===== config.mk =====
export PLATFORM = sky130hd
export DESIGN_NAME = seq_sub_32
export DESIGN_NICKNAME = d
export VERILOG_FILES = /design/src/rtl/seq_sub_32.sv
export SDC_FILE = /design/constraint.sdc
export NUM_CORES = 1
export LEC_CHECK = 0
export ABC_AREA = 1
export CORE_MARGIN = 5
export CORE_UTILIZATION = 55
export CTS_BUF_LIST = sky130_fd_sc_hd__clkbuf_4 sky130_fd_sc_hd__clkbuf_8
export CTS_CLUSTER_SIZE = 14
export DETAILED_ROUTE_END_ITERATION = 12
export MAX_ROUTING_LAYER = met4
export PLACE_DENSITY = 0.91
export SLEW_MARGIN = 20
export SYNTH_ARGS = -nofsm -noshare
export SYNTH_HDL_FRONTEND = slang
export SYNTH_SLANG_ARGS = --single-unit

===== constraint.sdc =====
create_clock -name clk -period 4 [get_ports clk]
set_clock_uncertainty 0.15 [all_clocks]
set_input_delay 0.6 -clock clk [delete_from_list [all_inputs] [get_ports clk]]
set_output_delay 0.6 -clock clk [all_outputs]
set_load 0.02 [all_outputs]

===== src/rtl/seq_sub_32.sv =====
// Multi-cycle subtractor: A - B - borrow_in as A + ~B + carry, one lookahead slice per clock.
// Optional ADD_MODE_EN: mode_add sampled at the handshake selects A + B + carry_in instead.
module seq_sub_32 #(
  parameter int WIDTH    = 32,
  parameter int SLICE    = 4,
  parameter int N_SLICES = WIDTH / SLICE
) (
  input  logic             clk,
  input  logic             rst_n,
  input  logic             in_valid,
  output logic             in_ready,
  input  logic [WIDTH-1:0] a,
  input  logic [WIDTH-1:0] b,
  input  logic             borrow_in,
  input  logic             mode_add,
  output logic             out_valid,
  input  logic             out_ready,
  output logic [WIDTH-1:0] diff,
  output logic             borrow_out,
  output logic             overflow
);

  // state | meaning
  // IDLE  | waiting for operands; in_ready = 1; last result still visible
  // RUN   | one slice per edge, LSB nibble first
  // DONE  | result valid, held until out_ready
  typedef enum logic [1:0] {IDLE, RUN, DONE} state_t;

  localparam int CNT_W = (N_SLICES > 1) ? $clog2(N_SLICES) : 1;
  localparam int IDX_W = $clog2(WIDTH);

  state_t           state, state_nx;
  logic [WIDTH-1:0] opa, opb, acc, acc_nx;
  logic [CNT_W-1:0] cnt;
  logic [IDX_W-1:0] base;
  logic [SLICE:0]   sum;
  logic             carry, a_msb, b_msb, add_q;
  logic             accept, last, res_msb, ovf_nx, mode_sel;

`ifdef ADD_MODE_EN
  assign mode_sel = mode_add;
`else
  logic unused_mode;
  assign mode_sel    = 1'b0;
  assign unused_mode = mode_add;
`endif

  always_ff @(posedge clk or negedge rst_n) begin
    if (!rst_n) state <= IDLE;
    else        state <= state_nx;
  end

  always_comb begin
    state_nx  = state;
    in_ready  = 1'b0;
    out_valid = 1'b0;
    case (state)
      IDLE: begin
        in_ready = 1'b1;
        if (in_valid) state_nx = RUN;
      end
      RUN: begin
        if (last) state_nx = DONE;
      end
      DONE: begin
        out_valid = 1'b1;
        if (out_ready) state_nx = IDLE;
      end
      default: state_nx = IDLE;
    endcase
  end

  assign accept = (state == IDLE) && in_valid;
  assign last   = (cnt == CNT_W'(N_SLICES - 1));
  assign base   = IDX_W'(cnt) * IDX_W'(SLICE);
  assign sum    = {1'b0, opa[base +: SLICE]} + {1'b0, opb[base +: SLICE]} + {{SLICE{1'b0}}, carry};

  // The final slice is merged here so diff/overflow come from the complete result.
  always_comb begin
    acc_nx                 = acc;
    acc_nx[base +: SLICE]  = sum[SLICE-1:0];
    res_msb                = acc_nx[WIDTH-1];
    if (add_q) ovf_nx = (a_msb == b_msb) && (res_msb != a_msb);
    else       ovf_nx = (a_msb != b_msb) && (res_msb != a_msb);
  end

  always_ff @(posedge clk or negedge rst_n) begin
    if (!rst_n) begin
      opa        <= '0;
      opb        <= '0;
      acc        <= '0;
      cnt        <= '0;
      carry      <= 1'b0;
      a_msb      <= 1'b0;
      b_msb      <= 1'b0;
      add_q      <= 1'b0;
      diff       <= '0;
      borrow_out <= 1'b0;
      overflow   <= 1'b0;
    end else if (accept) begin
      opa   <= a;
      opb   <= mode_sel ? b : ~b;
      carry <= mode_sel ? borrow_in : ~borrow_in;
      cnt   <= '0;
      a_msb <= a[WIDTH-1];
      b_msb <= b[WIDTH-1];
      add_q <= mode_sel;
    end else if (state == RUN) begin
      acc   <= acc_nx;
      carry <= sum[SLICE];
      cnt   <= cnt + 1'b1;
      if (last) begin
        cnt        <= '0;
        diff       <= acc_nx;
        borrow_out <= add_q ? sum[SLICE] : ~sum[SLICE];
        overflow   <= ovf_nx;
      end
    end
  end

endmodule

Word-level counts from Yosys, hierarchy flattened
Index checks and enable logic that the tools add are counted.

storage, ports and cells
  register bits after elaboration = 138
  input bits = 70
  output and inout bits = 36
  word-level logic and storage cells = 50

operators by class
  add/subtract/negate cells = 4
  equal/unequal tests = 8
  shifts and indexed selects = 4
  muxes and demuxes = 12
  bitwise gates (word level) = 4
  reductions and logical operators = 7

operators with widths
  operator                                                                 number
  32-bit by 6-bit variable part select with 4-bit output                   2
  32-bit bitwise mux                                                       1
  32-bit inverter                                                          1
  4-bit by 7-bit variable shift with 32-bit output (first input constant)  1
  4-bit by 7-bit variable part select with 32-bit output                   1
  3-bit 2-to-1 mux                                                         3
  5-bit negation with 7-bit output                                         1
  2-bit 2-to-1 mux                                                         3
  2-bit inequality test (second input constant)                            3
  2-bit case mux with 3 select lines                                       1
  3-bit AND reduction                                                      2
  4-bit by 4-bit adder with 5-bit output                                   1
  5-bit by 1-bit adder with 5-bit output                                   1
  1-bit 2-to-1 mux                                                         4
  3-bit by 1-bit adder with 3-bit output (second input constant)           1
  3-bit == test (second input constant)                                    1
  1-bit inverter                                                           3
  2-bit by 1-bit == test with 1-bit output (second input constant)         1
  2-bit == test (second input constant)                                    1
  1-bit logical AND                                                        2
  2-bit zero test                                                          1
  1-bit inequality test                                                    2
  2-bit AND reduction                                                      1
  2-bit nonzero test                                                       1

Longest topological paths before layout
  depth after elaboration = 7
  mapped depth = 17
  gate-level depth less buffers = 15

Worst setup path before layout
No wires, ideal clock.

  path type = reg-to-reg
  start point = reg cnt[0]
  end point = reg acc[22]
  setup time = 0.083 ns
  arrival time = 2.658 ns
  required time = 3.767 ns
  setup slack = 1.109 ns
  cell stages (with the launch flop) = 16
  path buffers = 3
  clock period less this slack = 2.891 ns
  cell sequence = dfrtp_1 > buf_6 > inv_1 > buf_2 > buf_2 > o21ai_0 > a31oi_1 > fa_1 > inv_1 > fa_1 > xor2_1 > nor2_1 > nand3_1 > nand2_1 > o21ai_0 > o21ai_0

between the ends
  word-level cells in the longest chain between the ends = 5
  elaborated cells on any way between the ends = 8
  classes of those cells = add/sub (3); shift (4); mux (1)

RTL lines
  element                                                 line  RTL
  start: declaration                                      34    logic [CNT_W-1:0] cnt;
  start signal: assignment                                111   cnt <= cnt + 1'b1;
  32-bit by 6-bit variable part select with 4-bit output  76    assign sum = {1'b0, opa[base +: SLICE]} + {1'b0, opb[base +: SLICE]} + {{SLICE{1'b0}}, carry};
  4-bit by 4-bit adder with 5-bit output                  76
  5-bit by 1-bit adder with 5-bit output                  76
  4-bit by 7-bit variable part select with 32-bit output  81    acc_nx[base +: SLICE] = sum[SLICE-1:0];
  32-bit bitwise mux *                                    81
  end signal: assignment                                  109   acc <= acc_nx;
  end: declaration                                        33    logic [WIDTH-1:0] opa, opb, acc, acc_nx;

Every way passes the cells marked *; elsewhere a longest branch is shown, timed or not.
A chain may end at the register's enable or synchronous reset.

Worst setup path in the final report
Ends and elaborated chain as after synthesis.

==> impl_metrics.yaml <==
power_and_ir_drop:
  powerDensity_mw_per_mm2: 881
  p_leak_nw: 3.58
  ir_drop_uv: 412
  finalPower_mw: 6.80
routing:
  routedWlPerCell_um: 14.9
  antenna_left: 0
  drt_iter0_markers: 485
  wl_um: 14800
  drc: 0
  drt_pass1_iterations: 7
  num_vias: 5493
  routed_via_density: 5.51
layout:
  final_layout_size_suffix_gt1_frac: 0.0618
  multi_input_area_sq_mm: 0.00251
  fillers: 836
  layout.nets: 926
  area_delta_synth_final_pct: 24.2
  fin_cells: 997
  design_area_sq_mm: 0.00771
  final-seq-area_sq_mm: 0.00343
  antenna-diode-count: 0
  final_util: 0.705
timing:
  drv_slew: 0
  setup_viol: 0
  slew_headroom: 0.365
  grt_setup_unrepaired: "false"
  period_minus_slack_ps: 3450
  fin_tns_setup_ps: 0
  hold_viol: 0
  fmax_mhz: 290
  worstMarginPinSlew_ps: 945
  fin_crit_sh: 0.863
status:
  status: "finished clean"
synthesis:
  netlist_instances: 750
  netlist_area_sq_mm: 0.00621
  yosysTopAreaCell: "dfrtp_1"
  yosys.cell_count.top_type: "nand2_1"
  ys_top_cells_by_count: "nand2_1 (260), o21ai_0 (156), dfrtp_1 (137)"
  yosysSeqAreaShare: 0.552
  synth_area_leaders: "dfrtp_1 (55%), nand2_1 (16%), o21ai_0 (13%), nor2_1 (3.4%), ha_1 (2.0%)"
  synth.top_cell.area_share: 0.552
  ys_ff_latch: 137
  avgSynthCellArea_sq_um: 8.28
  synth_fp_nets: 832
  synthFlopType: "dfrtp_1"
  ys_types: 29
  async_flop_share: 1.00
  ys_warn_count: 0
  synth-edff-count: 0
grt:
  met3_usage: 0.0565
  grt_max_degree: 96
  grt_pass1_vias: 5350
  use_met1: 0.306
  grtUsageMet2: 0.379
  overflow: 0
  grt_busiest_layer: "met2"
  grt_pass1_wl_um: 25000
  antenna_found_initial: 0
  gr-usage-all-layers: 0.243
floorplan:
  die_h_um: 116
  dieArea_sq_mm: 0.0135
  rows: 38
  io_pins: 106
  initial_utilization: 0.568
  die_width_um: 116
  core_area_sq_mm: 0.0109
clocking:
  clk_pin_slew_worst_paths_ps: 80
  cts_root_buf: "clkbuf_8"
  clock_sinks: 137
  clock_latency_ps: 450
  cts_hold_buf: 0
  cts_tree: "done"
  postCtsSetupRepairBufs: 0
  htreeDepth: 4
  cts-buffers-inserted: 17
  cts-resized-gates: 0
  cts_buffer_depth: 2
placement:
  place_congestion: 0.865
  dpl_cell_area_sq_mm: 0.00734
  place_inst: 965
  port_buffers: 104
  place_hpwl_um: 10200
critical_path:
  cp_slowest_cell: "buf_4"
  crit_type: "flip-flop to flip-flop"
  start_kind: "flip-flop"
  max_stage_delay_ps: 420
  crit_fanout: 47
  critical_path.top_delay_family: "compound AO/OA/AOI/OAI gates"
  cp.arrival_ps: 3660
  path_buf_inv: 2
  cp_data_required_time_ps: 4210
  path_cells: "buf_4 > o21ai_0 > o22ai_1 > nor2_1 > a31oi_1 > fa_1 > inv_1 > fa_1 > xor2_1 > nor2_1 > nand3_1 > nand2_1 > o21ai_0 > o21ai_0"
  worst_path_most_repeated_cell: "o21ai_0"
  critPathCaptureType: "flip-flop"
hold_path:
  hold_class: "primary input to asynchronous set/reset pin"
job:
  drv_cap: 0
registers in the layout, summed over array words and instances, names as in the netlist:
| register | flops |
|---|---|
| acc | 32 |
| diff | 32 |
| opa | 32 |
| opb | 32 |
| cnt | 3 |
| state | 2 |
| b_msb | 1 |
| borrow_out | 1 |
| carry | 1 |
| overflow | 1 |
final timing paths:
| path | from | slack (ps) | cells past startpoint | to |
|---|---|---|---|---|
| worst max register to register | cnt[0]$_DFFE_PN0P_ | 550 | 14 | acc[22]$_DFFE_PN0P_ |
| worst min register to register | opa[25]$_DFFE_PN0P_ | 330 | 2 | opa[25]$_DFFE_PN0P_ |
| min in group clk | opa[25]$_DFFE_PN0P_ | 330 | 2 | opa[25]$_DFFE_PN0P_ |
| max in group asynchronous | rst_n | 2800 | 2 | cnt[2]$_DFFE_PN0P_ |
| worst max-delay path | cnt[0]$_DFFE_PN0P_ | 550 | 14 | acc[22]$_DFFE_PN0P_ |
| worst min-delay path | rst_n | 70 | 1 | diff[12]$_DFFE_PN0P_ |
metrics by stage:
| stage | hold slack [ps] | worst slack [ps] |
|---|---|---|
| 5_1_grt | 130 | 236 |
| 3_5_place_dp | 310 | 657 |
| 3_3_place_gp | 306 | 815 |
| 4_1_cts | 92.5 | 598 |
| 2_1_floorplan | 154 | 1110 |
| 6_report | 75.0 | 547 |
final cells by class:
| class | count | area share |
|---|---|---|
| flip-flops and latches | 137 | 0.445 |
| clock buffers | 19 | 0.0323 |
| repair buffers | 112 | 0.145 |
| clock inverters | 13 | 0.0156 |
| multi-input cells | 545 | 0.325 |
| inverters | 31 | 0.0151 |
| well taps | 140 | 0.0227 |
power breakdown:
part	total [mW]	internal [mW]	switching [mW]
logic	3.39	1.21	2.18
registers	2.33	1.99	0.330
clock network	1.08	0.509	0.570
worst register-to-register path, stage by stage (launching register included):
cell     delay [ps]
dfrtp_1         350
buf_4           420
o21ai_0         170
o22ai_1         230
nor2_1           70
a31oi_1         280
fa_1            250
inv_1            60
fa_1            400
xor2_1          200
nor2_1          210
nand3_1         150
nand2_1          90
o21ai_0         100
o21ai_0         220
logic make-up (layout without fill, tap and decap cells):
logic type                 count (synthesis)  in the layout  synth area share
DFF                                      137            137             0.552
and+or+nand+nor                          352            352             0.225
xor gates and xnor gates                   1              1           0.00141
AOI/OAI and AO/OA                        180            180             0.150
adders and majority gates                 12             12            0.0266
buffers and inverters                     68            175            0.0441
metal layers:
metal  vias to the layer above  part of all wire
li1                       2635                 -
met1                      2567              0.42
met2                       242              0.48
met3                        49             0.071
met4                         0             0.029
met5                         -                 0
layout by cell type (no fill, tap or decap), types with 4 or more instances in the layout:
cell,instances
nor3_1,4
buf_4,7
inv_1,26
clkdlybuf4s50_1,103
inv_2,5
clkbuf_8,17
ha_1,10
nand3_1,23
a31oi_1,6
dfrtp_1,137
o21ai_0,156
o22ai_1,11
nand2_1,259
nor2_1,57
Power figures use the tool's default switching activity.
